==> src/rtl/video_mode_encoder_if.sv <==
// Handshake between the video mode encoder and the HDMI reconfiguration stage.
// The encoder publishes the mode byte and status strobes; the stage returns reconf_done.
interface video_mode_encoder_if;
  logic [7:0] mode_byte;
  logic       mode_changed;
  logic       reconf_busy;
  logic       reconf_timeout;
  logic       reconf_done;

  modport master (
    output mode_byte,
    output mode_changed,
    output reconf_busy,
    output reconf_timeout,
    input  reconf_done
  );

  modport slave (
    input  mode_byte,
    input  mode_changed,
    input  reconf_busy,
    input  reconf_timeout,
    output reconf_done
  );
endinterface

==> src/rtl/video_mode_encoder.sv <==
// Builds the 7-bit video mode code from output resolution and a frame-filtered source class,
// and publishes it (bit 7 = republish toggle) through a busy / wait-done / hold-off sequence.
module video_mode_encoder #(
  parameter int STABLE_FRAMES  = 3,
  parameter int TIMEOUT_CYCLES = 1000000,
  parameter int HOLDOFF_CYCLES = 1024
) (
  input  logic                        clock,
  input  logic                        reset_n,
  input  logic [1:0]                  output_res,
  input  logic [2:0]                  source_mode,
  input  logic                        vsync_pulse,
  input  logic                        force_publish,
  video_mode_encoder_if.master        reconf
);

  typedef enum logic [1:0] {
    IDLE,
    PUBLISH,
    WAIT_DONE,
    HOLDOFF
  } state_t;

  localparam int CW      = $clog2(STABLE_FRAMES + 1);
  localparam int CNT_MAX = (TIMEOUT_CYCLES > HOLDOFF_CYCLES) ? TIMEOUT_CYCLES : HOLDOFF_CYCLES;
  localparam int TW      = $clog2(CNT_MAX + 1);

  localparam logic [CW-1:0] STABLE_LAST  = CW'(STABLE_FRAMES);
  localparam logic [TW-1:0] TIMEOUT_LAST = TW'(TIMEOUT_CYCLES - 1);
  localparam logic [TW-1:0] HOLDOFF_LAST = TW'(HOLDOFF_CYCLES - 1);

  state_t        state, state_d;
  logic [TW-1:0] timer;
  logic          publish, timer_clr, timeout_fire;

  logic [2:0]    candidate, candidate_d, accepted;
  logic [CW-1:0] stab_cnt, stab_cnt_d;
  logic [1:0]    res_q;
  logic [6:0]    src_bits, target;

  logic [7:0]    mode_byte_q;
  logic          toggle, force_pending;
  logic          mode_changed_q, timeout_q;

  // Stability filter: next candidate/count for the current sample.
  // NOTE: every always_comb output gets a default first, so no path can infer a latch.
  always_comb begin
    candidate_d = candidate;
    stab_cnt_d  = stab_cnt;
    if (source_mode >= 3'd6) begin
      stab_cnt_d = '0;
    end else if (source_mode == candidate) begin
      if (stab_cnt != STABLE_LAST) stab_cnt_d = stab_cnt + 1'b1;
    end else begin
      candidate_d = source_mode;
      stab_cnt_d  = CW'(1);
    end
  end

  // NOTE: sequential state uses non-blocking assignments so every register samples pre-edge values.
  always_ff @(posedge clock or negedge reset_n) begin
    if (!reset_n) begin
      candidate <= '0;
      stab_cnt  <= '0;
      accepted  <= '0;
      res_q     <= '0;
    end else begin
      res_q <= output_res;
      if (vsync_pulse) begin
        candidate <= candidate_d;
        stab_cnt  <= stab_cnt_d;
        if (stab_cnt_d == STABLE_LAST) accepted <= candidate_d;
      end
    end
  end

  always_comb begin
    case (accepted)
      3'd0:    src_bits = 7'h00;
      3'd1:    src_bits = 7'h04;
      3'd2:    src_bits = 7'h08;
      3'd3:    src_bits = 7'h10;
      3'd4:    src_bits = 7'h20;
      3'd5:    src_bits = 7'h40;
      default: src_bits = 7'h00;
    endcase
    target = src_bits | {5'b0, res_q};
  end

  always_ff @(posedge clock or negedge reset_n) begin
    if (!reset_n) state <= IDLE;
    else          state <= state_d;
  end

  always_comb begin
    state_d      = state;
    publish      = 1'b0;
    timer_clr    = 1'b0;
    timeout_fire = 1'b0;
    case (state)
      IDLE: begin
        if (target != mode_byte_q[6:0] || force_pending) state_d = PUBLISH;
      end
      PUBLISH: begin
        publish   = 1'b1;
        timer_clr = 1'b1;
        state_d   = WAIT_DONE;
      end
      WAIT_DONE: begin
        // Completion takes priority over a timeout expiring on the same cycle.
        if (reconf.reconf_done) begin
          timer_clr = 1'b1;
          state_d   = HOLDOFF;
        end else if (timer == TIMEOUT_LAST) begin
          timer_clr    = 1'b1;
          timeout_fire = 1'b1;
          state_d      = HOLDOFF;
        end
      end
      HOLDOFF: begin
        if (timer == HOLDOFF_LAST) state_d = IDLE;
      end
      default: state_d = IDLE;
    endcase
  end

  always_ff @(posedge clock or negedge reset_n) begin
    if (!reset_n) begin
      timer          <= '0;
      mode_byte_q    <= '0;
      toggle         <= 1'b0;
      force_pending  <= 1'b0;
      mode_changed_q <= 1'b0;
      timeout_q      <= 1'b0;
    end else begin
      if (timer_clr)                                  timer <= '0;
      else if (state == WAIT_DONE || state == HOLDOFF) timer <= timer + 1'b1;

      // A request arriving during PUBLISH survives and triggers a further republish.
      force_pending  <= force_publish | (force_pending & ~publish);
      mode_changed_q <= publish;
      timeout_q      <= timeout_fire;

      if (publish) begin
        mode_byte_q <= {toggle ^ force_pending, target};
        toggle      <= toggle ^ force_pending;
      end
    end
  end

  assign reconf.mode_byte      = mode_byte_q;
  assign reconf.mode_changed   = mode_changed_q;
  assign reconf.reconf_timeout = timeout_q;
  assign reconf.reconf_busy    = (state != IDLE);

endmodule

==> src/flat_wrapper.sv <==
// flat-port wrapper written by rule: the top's interface ports become plain ports
module video_mode_encoder_flat 
#(
  parameter int STABLE_FRAMES  = 3,
  parameter int TIMEOUT_CYCLES = 1000000,
  parameter int HOLDOFF_CYCLES = 1024
)
  (clock, reset_n, output_res, source_mode, vsync_pulse, force_publish, reconf_mode_byte, reconf_mode_changed, reconf_reconf_busy, reconf_reconf_timeout, reconf_reconf_done);
  video_mode_encoder_if reconf_i ();
  input  logic clock;
  input  logic reset_n;
  input  logic [1:0] output_res;
  input  logic [2:0] source_mode;
  input  logic vsync_pulse;
  input  logic force_publish;
  output wire logic [$bits(reconf_i.mode_byte)-1:0] reconf_mode_byte;
  output wire logic [$bits(reconf_i.mode_changed)-1:0] reconf_mode_changed;
  output wire logic [$bits(reconf_i.reconf_busy)-1:0] reconf_reconf_busy;
  output wire logic [$bits(reconf_i.reconf_timeout)-1:0] reconf_reconf_timeout;
  input wire logic [$bits(reconf_i.reconf_done)-1:0] reconf_reconf_done;
  assign reconf_mode_byte = reconf_i.mode_byte;
  assign reconf_mode_changed = reconf_i.mode_changed;
  assign reconf_reconf_busy = reconf_i.reconf_busy;
  assign reconf_reconf_timeout = reconf_i.reconf_timeout;
  assign reconf_i.reconf_done = reconf_reconf_done;
  video_mode_encoder #(.STABLE_FRAMES(STABLE_FRAMES), .TIMEOUT_CYCLES(TIMEOUT_CYCLES), .HOLDOFF_CYCLES(HOLDOFF_CYCLES)) u_core (.clock(clock), .reset_n(reset_n), .output_res(output_res), .source_mode(source_mode), .vsync_pulse(vsync_pulse), .force_publish(force_publish), .reconf(reconf_i));
endmodule
==> config.mk <==
export PLATFORM = sky130hd
export DESIGN_NAME = video_mode_encoder_flat
export DESIGN_NICKNAME = d
export VERILOG_FILES = /design/src/rtl/video_mode_encoder_if.sv /design/src/rtl/video_mode_encoder.sv /design/src/flat_wrapper.sv
export SDC_FILE = /design/constraint.sdc
export NUM_CORES = 1
export LEC_CHECK = 0
export ABC_CLOCK_PERIOD_IN_PS = 2550
export CORE_MARGIN = 2
export CORE_UTILIZATION = 40
export CTS_BUF_LIST = sky130_fd_sc_hd__clkbuf_8
export CTS_CLUSTER_DIAMETER = 30
export DETAILED_ROUTE_END_ITERATION = 8
export SYNTH_ARGS = -nofsm -noshare
export SYNTH_HDL_FRONTEND = slang
export SYNTH_SLANG_ARGS = --single-unit
==> constraint.sdc <==
create_clock -name clock -period 2.55 [get_ports clock]
set_input_delay 0.3825 -clock clock [delete_from_list [all_inputs] [get_ports clock]]
set_output_delay 0.3825 -clock clock [all_outputs]
set_load 0.03 [all_outputs]
==> results of run 1 <==
## stage by stage
stage | instances | utilization (%) | cell area [um2]
after floorplan | 220 | - | 2180
after global placement | 308 | 47.5 | 2460
after detailed placement | 308 | 47.5 | 2460
after CTS | 316 | 49.7 | 2570
after global routing | 316 | 49.7 | 2570
final | 316 | 49.7 | 2570
## report_power, final
part / total [W] / leakage [nW] / internal, W / switching [W]
registers: 0.000992 / 0.555 / 0.000836 / 0.000157
clock network: 0.000549 / 0.0548 / 0.000295 / 0.000254
logic: 0.000965 / 0.533 / 0.000447 / 0.000518
total: 0.00251 / 1.14 / 0.00158 / 0.000928
## state kept, by name (all words and copies together), names as in the netlist
register and cells:
u_core.accepted 3, u_core.candidate 3, u_core.force_pending 1, u_core.reconf.mode_byte 8, u_core.reconf.mode_changed 1, u_core.reconf.reconf_timeout 1
u_core.res_q 2, u_core.stab_cnt 2, u_core.state 2, u_core.timer 20
## cells in the mapped netlist, drive strengths merged
library cell | number | area (um2)
o21ai | 8 | 40.0
inv | 10 | 37.5
a2bb2oi | 1 | 8.76
and4 | 1 | 8.76
dfrtp | 43 | 1080
a31o | 1 | 8.76
a21o | 1 | 7.51
nor2 | 35 | 131
a21boi | 1 | 7.51
nand2 | 20 | 75.1
nand4b | 1 | 8.76
nand3b | 3 | 22.5
and3 | 4 | 25.0
nor3 | 5 | 25.0
nand3 | 8 | 40.0
o32ai | 1 | 8.76
o211a | 1 | 10.0
ha | 6 | 75.1
and2 | 1 | 6.26
nor3b | 3 | 22.5
nand2b | 1 | 6.26
mux2 | 7 | 82.6
xnor2 | 7 | 61.3
o2111ai | 1 | 8.76
and4b | 1 | 10.0
a32oi | 1 | 8.76
nor2b | 8 | 50.1
buf | 3 | 17.5
or4 | 2 | 15.0
mux2i | 4 | 40.0
xor2 | 17 | 149
o211ai | 1 | 7.51
a21oi | 5 | 25.0
nand4 | 4 | 25.0
clkbuf | 1 | 3.75
nor4 | 3 | 25.0
## metal layers
layer	wire length, um	vias up	share of wire, %
li1	-	794	-
met1	1930	749	48
met2	1820	31	45
met3	175	9	4.3
met4	102	0	2.5
met5	0	-	0
## kinds of logic after synthesis
| family | after synthesis | share of synthesized area (%) |
|---|---|---|
| multiplexers | 11 | 5.62 |
| flip-flops | 43 | 49.3 |
| AND/OR/NAND/NOR | 100 | 22.8 |
| adder cells (fa/ha/maj) | 6 | 3.44 |
| AO/OA/AOI/OAI | 22 | 6.48 |
| XOR/XNOR | 24 | 9.64 |
| buffers and inverters | 14 | 2.70 |
## worst max-delay path by stage
stage	to	slack, ns	cells past startpoint
finish	reconf_reconf_busy	0.26	4
global placement	u_core.state[1]	0.35	6
detailed placement	u_core.state[1]	0.34	6
CTS	reconf_reconf_busy	0.24	4
floorplan	u_core.state[1]	0.52	7
global route	reconf_reconf_busy	0.14	4
## area by class of cell
class,instances,area [um2],area share [%]
timing repair buffer,22,210,8.17
clock inverter,3,46.3,1.80
clock buffer,5,68.8,2.68
inverter,10,37.5,1.46
multi-input combinational,163,1050,40.7
sequential,43,1080,41.8
tap,70,87.6,3.40
==> metrics.csv, run 1 <==
stage,metric,value,unit
status,outcome,finished clean,
global_routing,grt_pass1_vias,1607,
drt,first_iter_violations,60,
timing,timing.fmax,437,MHz
placed_design,dp_slack,0.335,ns
floorplan,start_util,42.2,%
layout,layout.cells.most_common,dfrtp_1,
floorplan,die-area,6060,um2
yosys,ys_seq_area_share,49.3,%
drt,routedWlPerCell,12.8,um
timing,max_slew_margin,66.8,%
yosys,syn-num-nets,236,
layout,num_antenna_cells,0,
setup_path,cp_max_fo,6,
yosys,synthDistinctLibCells,40,
global_routing,grt_use_met3,3.95,%
layout,fin_nets,261,
timing,holdWs,0.0322,ns
clocking,clock_sinks,43,
min_path,hold_class,input pin to asynchronous set/reset pin,
timing,maxSlewViolCount,0,
global_routing,top_usage_layer,met2,
setup_path,reg2reg_to,u_core.state[1],
drt,vias_per_cell,5.01,
drt,vias,1583,
global_routing,antenna_found_initial,0,
floorplan,core,5170,um2
setup_path,critPathLaunch,u_core.state[1],
timing,finalSetupViolations,0,
drt,routed_wl,4.03,mm
drt,firstDrtPassIters,4,
clocking,htreeDepth,2,
clocking,holdBufCountCts,0,
floorplan,die_w,77.8,um
global_routing,gr-total-overflow,0,
setup_path,slowest_delay,0.68,ns
power_and_ir_drop,p_per_area,974,nW/um2
timing,hold_viol,0,
global_routing,grt_use_total,14.9,%
timing,finalClockSkew,0.0127,ns
yosys,synthesis.area,2180,um2
clocking,clk_path_buf_depth,2,
layout,layout_common_cells,"dfrtp_1, nor2_1, nand2_1",
setup_path,path_delay_family,buffers and inverters,
layout,drive_gt1_share,8.13,%
timing,min_period,2.29,ns
timing,rsz0062_at_grt,false,
power_and_ir_drop,leakage,1.14,nW
timing,finalCritPeriodShare,89.8,%
global_routing,grt_use_met2,22.8,%
yosys,synthCells,220,
setup_path,critPathMostFrequentCell,inv_1,
clocking,path_clk_slew,0.09,ns
placed_design,finalWeightedCongestion,0.847,
yosys,syn_avg_cell_area,9.91,um2
global_routing,grt_pass1_wl,7.11,mm
setup_path,crit_slowest_cell,clkdlybuf4s50_1,
drt,drt.antenna.violating_nets,0,
layout,area_growth,18.0,%
setup_path,reg2reg_slack,0.36,ns
yosys,yosysWarnings,0,
clocking,post_cts_buffers,0,
power_and_ir_drop,finalPower,0.00251,W
clocking,cts_buffers,5,
timing,fin_tns_setup,0,ns
placed_design,portBuffers,20,
power_and_ir_drop,vdd_drop_max,709,uV
global_routing,grt_max_degree,23,
setup_path,r2r-start,u_core.timer[12],
floorplan,pin_count,21,
yosys,synth_seq_cells,43,
drt,drc,0,
setup_path,ff2ff_path_depth,6,
floorplan,die_h,77.8,um
setup_path,end_kind,output pin,
global_routing,grtUsageMet1,19.6,%
clocking,clock_latency,0.31,ns
timing,finalWorstSetupSlack,0.261,ns
setup_path,cp-start-kind,flip-flop,
timing,max_slew.worst_pin.slew,0.498,ns
job,drv_cap,0,
placed_design,dp_hpwl,2.82,mm
setup_path,cp.buffers_inverters,3,
clocking,cts_resized,0,
setup_path,crit_type,flip-flop to output pin,
setup_path,arrival,1.91,ns
setup_path,worstPathRequired,2.17,ns
clocking,clockRootBuffer,clkbuf_8,
layout,fillers,475,
setup_path,cp_cell_sequence,inv_1 -> ha_1 -> inv_1 -> clkdlybuf4s50_1,
clocking,cts_tree,built,
floorplan,num_rows,26,
No activity file was read; power rests on OpenSTA's default activity.
==> inputs of run 2 (changes only) <==
--- a/config.mk
+++ b/config.mk
@@ -11,6 +11,7 @@
 export CTS_BUF_LIST = sky130_fd_sc_hd__clkbuf_8
 export CTS_CLUSTER_DIAMETER = 30
 export DETAILED_ROUTE_END_ITERATION = 8
+export SLEW_MARGIN = 20
 export SYNTH_ARGS = -nofsm -noshare
 export SYNTH_HDL_FRONTEND = slang
 export SYNTH_SLANG_ARGS = --single-unit
==> results of run 2 <==
No change in the layout: final DEF, timing and power equal those of run 1.
==> inputs of run 3 (changes only) <==
--- a/config.mk
+++ b/config.mk
@@ -6,11 +6,13 @@
 export NUM_CORES = 1
 export LEC_CHECK = 0
 export ABC_CLOCK_PERIOD_IN_PS = 2550
+export CAP_MARGIN = 20
 export CORE_MARGIN = 2
 export CORE_UTILIZATION = 40
 export CTS_BUF_LIST = sky130_fd_sc_hd__clkbuf_8
 export CTS_CLUSTER_DIAMETER = 30
 export DETAILED_ROUTE_END_ITERATION = 8
+export RECOVER_POWER = 25
 export SLEW_MARGIN = 20
 export SYNTH_ARGS = -nofsm -noshare
 export SYNTH_HDL_FRONTEND = slang
==> run 3 against run 2 <==
- sequential power barely moved
- global-route usage did not move
- via count barely moved
- highest routed layer unchanged
- critical path depth did not move
- total power barely moved
- sequential share of layout area rose by 0.061 points
==> metrics.csv, run 3 (synthesized netlist as in run 1, its figures left out) <==
stage,metric,value,unit,change
timing,rsz0062_at_grt,false,,unchanged
floorplan,die-area,6060,um2,unchanged
setup_path,cp_max_fo,6,,unchanged
setup_path,arrival,1.91,ns,about the same
global_routing,grt_pass1_wl,7.11,mm,unchanged
placed_design,dp_slack,0.335,ns,unchanged
layout,fillers,475,,unchanged
layout,regMostFlops,u_core.timer,,unchanged
drt,drt.antenna.violating_nets,0,,unchanged
drt,routed_wl,4.03,mm,about the same
power_and_ir_drop,internal_power,0.00158,W,about the same
timing,fin_tns_setup,0,ns,unchanged
setup_path,end_kind,output pin,,unchanged
clocking,clock_sinks,43,,unchanged
timing,finalClockSkew,0.0128,ns,was 0.0127 ns
min_path,hold_class,input pin to asynchronous set/reset pin,,unchanged
drt,vias_per_cell,5.01,,about the same
timing,holdWs,0.293,ns,was 0.0322 ns
floorplan,die_h,77.8,um,unchanged
floorplan,num_rows,26,,unchanged
power_and_ir_drop,p_comb_share,38.5,%,about the same
layout,largest_reg_flops,20,,unchanged
layout,final_cells,316,,unchanged
floorplan,pin_count,21,,unchanged
timing,finalWorstSetupSlack,0.261,ns,about the same
placed_design,portBuffers,20,,unchanged
timing,finalSetupViolations,0,,unchanged
layout,num_antenna_cells,0,,unchanged
power_and_ir_drop,p_switching,0.000929,W,was 0.000928 W
layout,layout_common_cells,"dfrtp_1, nor2_1, nand2_1",,unchanged
setup_path,cp-start-kind,flip-flop,,unchanged
global_routing,antenna_found_initial,0,,unchanged
clocking,cts_resized,0,,unchanged
timing,timing.fmax,437,MHz,about the same
clocking,clk_path_buf_depth,2,,unchanged
layout,area_growth,17.8,%,was 18.0%
timing,hold_viol,0,,unchanged
power_and_ir_drop,leakage,1.14,nW,about the same
clocking,post_cts_buffers,0,,unchanged
setup_path,setup.worst_path.end,reconf_reconf_busy,,unchanged
setup_path,r2r-start,u_core.timer[12],,unchanged
clocking,cts_buffers,5,,unchanged
setup_path,reg2reg_to,u_core.state[1],,unchanged
placed_design,finalWeightedCongestion,0.847,,unchanged
global_routing,grt_use_total,14.9,%,unchanged
clocking,holdBufCountCts,0,,unchanged
clocking,cts_tree,built,,unchanged
power_and_ir_drop,p_per_area,975,nW/um2,was 974 nW/um2
drt,vias,1582,,was 1583
timing,maxSlewViolCount,0,,unchanged
timing,min_period,2.29,ns,about the same
clocking,path_clk_slew,0.09,ns,about the same
timing,finalCritPeriodShare,89.8,%,about the same
placed_design,dp_hpwl,2.82,mm,unchanged
layout,drive_gt1_share,7.72,%,was 8.13%
drt,firstDrtPassIters,4,,unchanged
drt,drc,0,,unchanged
floorplan,start_util,42.2,%,unchanged
clocking,clockRootBuffer,clkbuf_8,,unchanged
setup_path,worstPathRequired,2.17,ns,about the same
layout,layout.cells.most_common,dfrtp_1,,unchanged
clocking,htreeDepth,2,,unchanged
power_and_ir_drop,switching_share,37.1,%,was 37.0%
job,drv_cap,0,,unchanged
setup_path,reg2reg_slack,0.36,ns,about the same
global_routing,grt_pass1_vias,1607,,unchanged
power_and_ir_drop,vdd_drop_max,709,uV,about the same
power_and_ir_drop,clkPwrFrac,21.9,%,about the same
power_and_ir_drop,finalPower,0.00250,W,was 0.00251 W
timing,max_slew_margin,21.2,%,was 66.8%
drt,routedWlPerCell,12.7,um,was 12.8 um
floorplan,die_w,77.8,um,unchanged
global_routing,grt_max_degree,23,,unchanged
floorplan,core,5170,um2,unchanged
setup_path,critPathLaunch,u_core.state[1],,unchanged
setup_path,ff2ff_path_depth,6,,unchanged
setup_path,crit_type,flip-flop to output pin,,unchanged
timing,max_slew.worst_pin.slew,1.18,ns,was 0.498 ns
drt,first_iter_violations,60,,unchanged
global_routing,gr-total-overflow,0,,unchanged
layout,fin_nets,261,,unchanged
status,outcome,finished clean,,unchanged
clocking,clock_latency,0.31,ns,about the same
placed_design,dp.cells,308,,unchanged
power_and_ir_drop,seq_power_share,39.6,%,about the same
run 3: changes by cell type in the layout (fill, tap and decap cells not counted):
| cell | previous run | this run |
|---|---|---|
| clkdlybuf4s50_1 | 19 | 17 |
| dlygate4sd3_1 | 0 | 2 |
| buf_2 | 1 | 0 |
| buf_4 | 2 | 1 |
| clkbuf_1 | 0 | 1 |
| clkbuf_2 | 0 | 1 |
run 3: area by class of cell:
cell class / count / area, um2 / share of cell area, %
Tap cell: 70 / 87.6 / 3.41
Multi-Input combinational cell: 163 / 1050 / 40.7
Inverter: 10 / 37.5 / 1.46
Sequential cell: 43 / 1080 / 41.9
Timing Repair Buffer: 22 / 206 / 8.04
Clock inverter: 3 / 46.3 / 1.80
Clock buffer: 5 / 68.8 / 2.68
run 3: stage by stage:
step	util, %	cell area, um2
2_1_floorplan	-	2180
3_3_place_gp	47.5	2460
3_5_place_dp	47.5	2460
4_1_cts	49.7	2570
5_1_grt	49.7	2570
6_report	49.7	2570
run 3: per-layer routing:
layer	wire length (um)	global-route usage (%)
met5	0	0
met2	1820	22.8
met1	1930	19.6
met3	171	3.95
met4	102	7.14
run 3: power by group through the flow:
stage	Sequential (W)	Clock [W]	Combinational (W)
finish	0.000992	0.000549	0.000964
global route	0.00103	0.000600	0.00108
CTS	0.000992	0.000576	0.000977
detailed placement	0.00100	0	0.000972
global placement	0.00101	0	0.000968
floorplan	0.00107	0	0.000609
run 3: worst min-delay path by stage:
stage / cells after the start / from / endpoint / slack (ns)
finish: 1 / reset_n / u_core.timer[8] / 0.29
global route: 1 / reset_n / u_core.reconf.mode_byte[5] / 0.41
CTS: 1 / reset_n / u_core.timer[8] / 0.05
detailed placement: 1 / reset_n / u_core.timer[14] / 0.39
global placement: 1 / reset_n / u_core.timer[14] / 0.38
floorplan: 0 / reset_n / u_core.accepted[0] / 0.09
run 3: critical path, cell delays in order, from the launching register on:
cell and delay, ns:
dfrtp_1 0.41, inv_1 0.10, ha_1 0.27, inv_1 0.14, clkdlybuf4s50_1 0.68
